### src/rtl/seg7_scan_driver.sv
// seg7_scan_driver: time-multiplexed, double-buffered 7-segment scan driver with guard blanking
// Ports:
//   clk, rst_n             clock and synchronous active-low reset
//   digits_in/blank_mask/dp_mask  packed digits and per-digit masks, captured on load
//   load                   1-cycle capture strobe; new data becomes visible at the next frame start
//   seg/dp/an              registered segment, decimal point and anode drives (polarity applied)
//   frame_start            1-cycle pulse when the outputs first show slot 0 of a new frame
module seg7_scan_driver #(
  parameter int NUM_DIGITS = 8,
  parameter int PRESCALE = 50000,
  parameter int GUARD = 2,
  parameter int SEG_ACTIVE_LOW = 1,
  parameter int AN_ACTIVE_LOW = 1
) (
  input  logic                    clk,
  input  logic                    rst_n,
  input  logic [4*NUM_DIGITS-1:0] digits_in,
  input  logic [NUM_DIGITS-1:0]   blank_mask,
  input  logic [NUM_DIGITS-1:0]   dp_mask,
  input  logic                    load,
  output logic [6:0]              seg,
  output logic                    dp,
  output logic [NUM_DIGITS-1:0]   an,
  output logic                    frame_start
);
  localparam int CW = PRESCALE > 1 ? $clog2(PRESCALE) : 1;
  localparam int SW = $clog2(NUM_DIGITS);
  localparam logic SEG_INV = SEG_ACTIVE_LOW != 0;
  localparam logic AN_INV = AN_ACTIVE_LOW != 0;
  localparam logic [6:0] SEG_OFF = {7{SEG_INV}};
  localparam logic [NUM_DIGITS-1:0] AN_OFF = {NUM_DIGITS{AN_INV}};
  logic [CW-1:0] cnt;
  logic [SW-1:0] slot;
  logic [NUM_DIGITS-1:0][3:0] pend_d, act_d;
  logic [NUM_DIGITS-1:0] pend_b, pend_p, act_b, act_p, one_hot;
  logic pending_valid, fe_d, tick, frame_end, guard_ok, dp_on;
  logic [6:0] raw, seg_on;
  assign tick = cnt == CW'(PRESCALE - 1);
  assign frame_end = tick && slot == SW'(NUM_DIGITS - 1);
  assign one_hot = {{(NUM_DIGITS-1){1'b0}}, 1'b1} << slot;
  generate
    if (GUARD == 0) begin : g_noguard
      assign guard_ok = 1'b1;
    end else begin : g_guard
      assign guard_ok = cnt >= CW'(GUARD);
    end
  endgenerate
  always_comb begin
    case (act_d[slot])
      4'h0: raw = 7'h3F;
      4'h1: raw = 7'h06;
      4'h2: raw = 7'h5B;
      4'h3: raw = 7'h4F;
      4'h4: raw = 7'h66;
      4'h5: raw = 7'h6D;
      4'h6: raw = 7'h7D;
      4'h7: raw = 7'h07;
      4'h8: raw = 7'h7F;
      4'h9: raw = 7'h6F;
      4'hF: raw = 7'h00;
      default: raw = 7'h40;
    endcase
  end
  assign seg_on = act_b[slot] ? 7'h00 : raw;
  assign dp_on = !act_b[slot] && act_p[slot];
  always_ff @(posedge clk) begin
    if (!rst_n) begin
      cnt <= '0;
      slot <= '0;
      pending_valid <= 1'b0;
      act_d <= '1;
      act_b <= '0;
      act_p <= '0;
      fe_d <= 1'b0;
      frame_start <= 1'b0;
      seg <= SEG_OFF;
      dp <= SEG_INV;
      an <= AN_OFF;
    end else begin
      cnt <= tick ? '0 : cnt + 1'b1;
      if (tick) slot <= frame_end ? '0 : slot + 1'b1;
      if (load) {pend_d, pend_b, pend_p} <= {digits_in, blank_mask, dp_mask};
      pending_valid <= frame_end ? 1'b0 : pending_valid | load;
      // a load landing on frame_end skips the pending stage so it is not lost
      if (frame_end && load) {act_d, act_b, act_p} <= {digits_in, blank_mask, dp_mask};
      else if (frame_end && pending_valid) {act_d, act_b, act_p} <= {pend_d, pend_b, pend_p};
      fe_d <= frame_end;
      frame_start <= fe_d;
      seg <= seg_on ^ {7{SEG_INV}};
      dp <= dp_on ^ SEG_INV;
      an <= guard_ok ? one_hot ^ AN_OFF : AN_OFF;
    end
  end
endmodule

### config.mk
export PLATFORM = sky130hd
export DESIGN_NAME = seg7_scan_driver
export DESIGN_NICKNAME = d
export VERILOG_FILES = /design/src/rtl/seg7_scan_driver.sv
export SDC_FILE = /design/constraint.sdc
export NUM_CORES = 1
export LEC_CHECK = 0
export BUFFER_PORTS_ARGS = -buffer_cell sky130_fd_sc_hd__buf_4
export CAP_MARGIN = 10
export CORE_ASPECT_RATIO = 1.2
export CORE_MARGIN = 2
export CORE_UTILIZATION = 50
export DETAILED_ROUTE_END_ITERATION = 8
export PLACE_DENSITY = 0.7
export SYNTH_ARGS = -nofsm -noshare
export SYNTH_HDL_FRONTEND = slang
export SYNTH_SLANG_ARGS = --single-unit
### constraint.sdc
create_clock -name clk -period 5.6 [get_ports clk]
set_input_delay 0 -clock clk [delete_from_list [all_inputs] [get_ports clk]]
set_output_delay 0 -clock clk [all_outputs]
set_load 0.05 [all_outputs]
After elaboration in Yosys (flattened, before gate mapping)
Memories as Yosys holds them, arrays and structs flattened. Cells that the tools add are included.

Eq/ne operators: 2. Muxes and demuxes: 14. Bitwise gates (word level): 5. Reductions and logical operators: 10. Add/subtract/negate cells: 2. $lt $le $gt $ge: 2. Shifts and indexed selects: 1.

Operators with widths (number): 32-bit two-way mux (2); 8-bit two-way mux (4); 16-bit by 1-bit adder with 16-bit output, second input constant (1); 16-bit equality test, second input constant (1); 16-bit by 2-bit >= comparator with 1-bit output, second input constant (1); 4-bit binary-select mux with 3-bit select (1); 8-bit NOT (1); 1-bit by 3-bit left shift with 8-bit output, first input constant (1); 7-bit two-way mux (1); 7-bit NOT (1); 1-bit binary-select mux with 3-bit select (2); 1-bit logical AND (4); 3-bit by 4-bit less-than comparator with 1-bit output, second input constant (1); 4-bit two-way mux (1); 2-bit AND reduction (2); 2-bit OR reduction (2); 3-bit by 1-bit adder with 3-bit output, second input constant (1); 3-bit equality test, second input constant (1); 3-bit two-way mux (1); 1-bit two-way mux (2); 1-bit NOT (2); 2-bit nonzero test (1); 1-bit logical NOT (1); 1-bit OR (1).

Word-level logic and storage cells: 65. ROM bits: 112. Register bits: 134. Input bits: 51. Memories: 1. Output and inout bits: 17.

Memory list: (no name shown) (depth 16, bits a word 7, read ports 1, clocked after Yosys merged registers in 0, write ports 0, RTL line 49) `case (act_d[slot])`.

Depth between registers and ports, before layout
Depth in word-level cells: 5. Mapped depth: 9. Gate-level depth less buffers: 7.

Worst setup path before layout
No wires, ideal clock.

Kind: register to register. Start: register slot[0]. End: register seg[5]. Required time: 5474 ps. Arrival time: 2091 ps. Library setup time: 126 ps. Path buffers: 2. Cell stages (with the launch flop): 9. Slack: 3383 ps. Cell sequence: dfxtp_1 buf_6 buf_4 mux4_2 mux2i_1 inv_1 ha_1 nor4_1 a21oi_1.

Word-level cells in the longest chain between the ends: 5.

RTL lines: start, declared (RTL line 33) `logic [SW-1:0] slot;`; start signal, assigned (RTL line 81) `if (tick) slot <= frame_end ? '0 : slot + 1'b1;`; 4-bit binary-select mux with 3-bit select (RTL line 49); 4-bit two-way mux (not written as such) (RTL line 49); memory 16 x 7 bit; 7-bit two-way mux * (RTL line 64) `assign seg_on = act_b[slot] ? 7'h00 : raw;`; 7-bit NOT (no source line) *; end signal, assigned (RTL line 89) `seg <= seg_on ^ {7{SEG_INV}};`; end, declared (RTL line 21) `output logic [6:0] seg,`.

Every way passes the cells marked *; elsewhere a longest branch is shown, timed or not. The select of a mux whose other input is x is not followed. A chain may end at the register's enable or synchronous reset.

Final worst setup path
Start: register slot[0]. End: register act_p[7].

Word-level cells in the longest chain between the ends: 4.

RTL lines: 3-bit equality test * (RTL line 39) `assign frame_end = tick && slot == SW'(NUM_DIGITS - 1);`; 1-bit logical AND * (RTL line 39); 1-bit logical AND (on tied branches) (RTL line 85, 86); 8-bit two-way mux or 2-bit nonzero test (tied branches); end signal, assigned (RTL line 85) `if (frame_end && load) {act_d, act_b, act_p} <= {digits_in, blank_mask, dp_mask};`; end signal, assigned (RTL line 86) `else if (frame_end && pending_valid) {act_d, act_b, act_p} <= {pend_d, pend_b, pend_p};`; end, declared (RTL line 35) `logic [NUM_DIGITS-1:0] pend_b, pend_p, act_b, act_p, one_hot;`.

Every way passes the cells marked *; elsewhere a longest branch is shown, timed or not.

==> reports/qor.json <==
{
  "cts.htree.levels": {"value": 4},
  "final_cell_area": {"value": 7680, "unit": "um^2"},
  "yosysUniqueCellTypes": {"value": 45},
  "drt-vias-per-instance": {"value": 5.60},
  "layout_common_cells": {"value": "nand2_1 (130), dfxtp_1 (86), o21ai_0 (84)"},
  "overflow": {"value": 0},
  "drv_cap": {"value": 0},
  "floorplan_die_width": {"value": 104, "unit": "um"},
  "cts.sinks": {"value": 134},
  "place_congestion": {"value": 0.841},
  "synth-edff-count": {"value": 48},
  "clock-root-buffer": {"value": "clkbuf_16"},
  "wire_per_inst": {"value": 15.8, "unit": "um"},
  "clock_insertion_delay_worst_skew": {"value": 0.42, "unit": "ns"},
  "start_point_of_the_worst_min_delay_path": {"value": "rst_n"},
  "synth-async-reset-ratio": {"value": 0},
  "first_pass_grt_wire_length": {"value": 22.9, "unit": "mm"},
  "r2r_start": {"value": "slot[0]$_SDFFE_PN0P_"},
  "netlist_area": {"value": 6010, "unit": "um^2"},
  "crit-reg2reg-capture": {"value": "act_p[7]$_SDFFE_PN0P_"},
  "detail_route.drc_violations": {"value": 0},
  "critPathRequiredTime": {"value": 5.92, "unit": "ns"},
  "layout-drive-gt1-share": {"value": 0.167},
  "die_h": {"value": 124, "unit": "um"},
  "hpwl_after_detailed_placement": {"value": 9.01, "unit": "mm"},
  "powerDensity": {"value": 307, "unit": "nW/um^2"},
  "antenna_violations_before_repair": {"value": 0},
  "synthesis.yosys.warnings": {"value": 0},
  "vdd_drop_max": {"value": 0.200, "unit": "mV"},
  "initial_core_util": {"value": 0.517},
  "syn-mean-instance-area": {"value": 9.59, "unit": "um^2"},
  "finalSetupViolCount": {"value": 0},
  "synth_cells": {"value": 627},
  "critical_path.most_common_cell": {"value": "ha_1"},
  "final.setup_skew": {"value": 0.00695, "unit": "ns"},
  "hold_path.class": {"value": "in -> reg"},
  "layout.area.seq": {"value": 3160, "unit": "um^2"},
  "detailroute.via_count": {"value": 4971},
  "placed_cell_area": {"value": 6550, "unit": "um^2"},
  "syn_nets": {"value": 691},
  "timing.critical_path.cells": {"value": "ha_1, ha_1, inv_1, or3_1, o32ai_1"},
  "first_global_vias": {"value": 4719},
  "max_stage_delay": {"value": 0.92, "unit": "ns"},
  "max_clock_freq": {"value": 290, "unit": "MHz"},
  "num-nets-final": {"value": 782},
  "diodes": {"value": 0},
  "power.static_leakage": {"value": 3.08, "unit": "nW"},
  "finalHoldViolCount": {"value": 0},
  "fill_cells": {"value": 909},
  "critical_path_s_slowest_cell": {"value": "ha_1"},
  "routed_wirelength": {"value": 14.0, "unit": "mm"},
  "run_status": {"value": "finished, final reports clean"},
  "finalWorstPathRequiredPeriod": {"value": 3.44, "unit": "ns"},
  "final_setup_tns": {"value": 0, "unit": "ns"},
  "postSynthRegisterBits": {"value": 134},
  "r2r_setup_slack": {"value": 2.16, "unit": "ns"},
  "endpoint_with_the_worst_hold_slack": {"value": "act_b[5]$_SDFFE_PN0P_"},
  "io_pins": {"value": 68},
  "fin_crit_sh": {"value": 0.615},
  "design.die.area": {"value": 12900, "unit": "um^2"},
  "footprint_of_the_multi_input_gates": {"value": 2480, "unit": "um^2"},
  "rsz0062_at_grt": {"value": "no"},
  "commonest_non_fill_non_tap_cell_in_the_layout": {"value": "nand2_1"},
  "portBuffers": {"value": 67},
  "placeable_core_area": {"value": 11600, "unit": "um^2"},
  "drv_slew": {"value": 0},
  "post-cts-setup-buffers": {"value": 0},
  "cts_buffer_depth": {"value": 2},
  "timing_worst_setup_path_type": {"value": "reg -> reg"},
  "cts_tree": {"value": "built"},
  "worst_ep_arrival_time": {"value": 3.77, "unit": "ns"},
  "critical_path_maximum_fanout": {"value": 35},
  "area_growth_syn_to_layout": {"value": 27.8, "unit": "%"},
  "rows": {"value": 43},
  "tightest_slew": {"value": 1.14, "unit": "ns"},
  "worst_setup_path_end_kind": {"value": "flip-flop"},
  "drt_first_iter_violations": {"value": 235},
  "cts-buffers-inserted": {"value": 17},
  "ff2ff_path_depth": {"value": 5},
  "global_route.usage.total": {"value": 0.225},
  "first_pass_drt_iterations": {"value": 6},
  "maxSlewHeadroom": {"value": 0.242},
  "synth.yosys.seq_area_share": {"value": 0.526},
  "cts.reportedPaths.clkPinSlew": {"value": 0.06, "unit": "ns"},
  "synth_flop_cell": {"value": "dfxtp_1"},
  "route.antenna.remaining_nets": {"value": 0},
  "hold-path-cell-count": {"value": 3},
  "timing.critical_path.from_type": {"value": "flip-flop"},
  "post_cts_resized": {"value": 0},
  "grt_start_max_net_pins": {"value": 57}
}
==> cells in the mapped netlist, drive strengths merged, types with 3 or more instances <==
cell type | number | area share
nor2 | 16 | 0.010
dfxtp | 86 | 0.29
a21oi | 11 | 0.0092
o22ai | 15 | 0.016
nand4 | 8 | 0.0083
nand2 | 130 | 0.081
buf | 12 | 0.012
a22oi | 4 | 0.0058
inv | 43 | 0.027
mux2 | 4 | 0.0081
edfxtp | 48 | 0.24
ha | 13 | 0.027
and2 | 3 | 0.0031
and3 | 4 | 0.0042
xor2 | 6 | 0.0087
nor3 | 7 | 0.0058
nand3 | 14 | 0.012
mux4 | 12 | 0.047
xnor2 | 5 | 0.0073
or4 | 3 | 0.0037
clkbuf | 38 | 0.024
or3 | 4 | 0.0042
mux2i | 4 | 0.0067
nor4 | 5 | 0.0062
a41oi | 32 | 0.047
and4 | 3 | 0.0044
o21ai | 85 | 0.071
==> critical path, delay by kind of cell, from the launching register on <==
family                   cells  cell delay [ns]
AND/OR/NAND/NOR              1             0.66
buffers and inverters        1             0.24
AO/OA/AOI/OAI                1             0.34
adder cells (fa/ha/maj)      2             1.23
flip-flops                   1             0.88
==> power breakdown <==
part	internal [mW]	switching [mW]	total, mW
registers	1.04	0.0115	1.05
logic	0.0698	0.0781	0.148
clock network	0.751	0.411	1.16
total	1.86	0.501	2.36
==> layout make-up <==
cell class	instances	area share
flip-flops and latches	134	0.412
multi-input cells	400	0.323
repair buffers	122	0.137
clock buffers	18	0.0572
well taps	157	0.0256
clock inverters	14	0.0236
inverters	43	0.0210
==> registers in the layout (all words and copies together), names as in the netlist <==
register	cells
act_b	8
dp	1
pending_valid	1
seg	7
slot	3
fe_d	1
cnt	16
pend_b	8
pend_d	32
frame_start	1
act_p	8
pend_p	8
an	8
act_d	32
==> worst max path at each step <==
stage                         startpoint                     to  slack [ns]  cells after the start
CTS                 slot[0]$_SDFFE_PN0P_  act_p[7]$_SDFFE_PN0P_        2.13                      5
detailed placement  slot[0]$_SDFFE_PN0P_  act_b[7]$_SDFFE_PN0P_        2.15                      5
finish              slot[0]$_SDFFE_PN0P_  act_p[7]$_SDFFE_PN0P_        2.16                      5
global placement    slot[0]$_SDFFE_PN0P_  act_b[7]$_SDFFE_PN0P_        2.32                      5
global route        slot[0]$_SDFFE_PN0P_  act_b[7]$_SDFFE_PN0P_        1.79                      5
floorplan           slot[0]$_SDFFE_PN0P_      seg[5]$_SDFF_PN1_        3.38                      8
==> metal layers <==
layer	track usage	vias to the layer above	part of all wire
li1	-	2416	-
met1	0.278	2319	0.42
met2	0.386	200	0.50
met3	0.0455	36	0.053
met4	0.101	0	0.026
met5	0	-	0
==> logic make-up after synthesis <==
kind of cell / Yosys count / share of synthesized area
simple gates: 202 / 0.148
buf+inv: 93 / 0.0627
mux: 20 / 0.0622
fa+ha+maj: 13 / 0.0271
compound gates: 154 / 0.157
flops: 134 / 0.526
xor+xnor: 11 / 0.0160
==> metrics by stage <==
stage	utilization	total power [mW]	setup slack [ns]	hold WS [ns]	instances
2_1_floorplan	-	1.13	3.38	0.0989	627
3_3_place_gp	0.564	1.19	2.32	0.188	807
3_5_place_dp	0.564	1.19	2.15	0.189	807
4_1_cts	0.659	2.37	2.13	0.0197	887
5_1_grt	0.661	2.43	1.79	0.0498	888
6_report	0.661	2.36	2.16	0.0392	888
==> what timing repair did <==
item / in CTS / in global routing
endpoints found under the setup margin: 0 / 0
endpoints found under the hold margin: 56 / 0
hold buffers: 48 / 0
No activity file was read; power rests on OpenSTA's default activity.
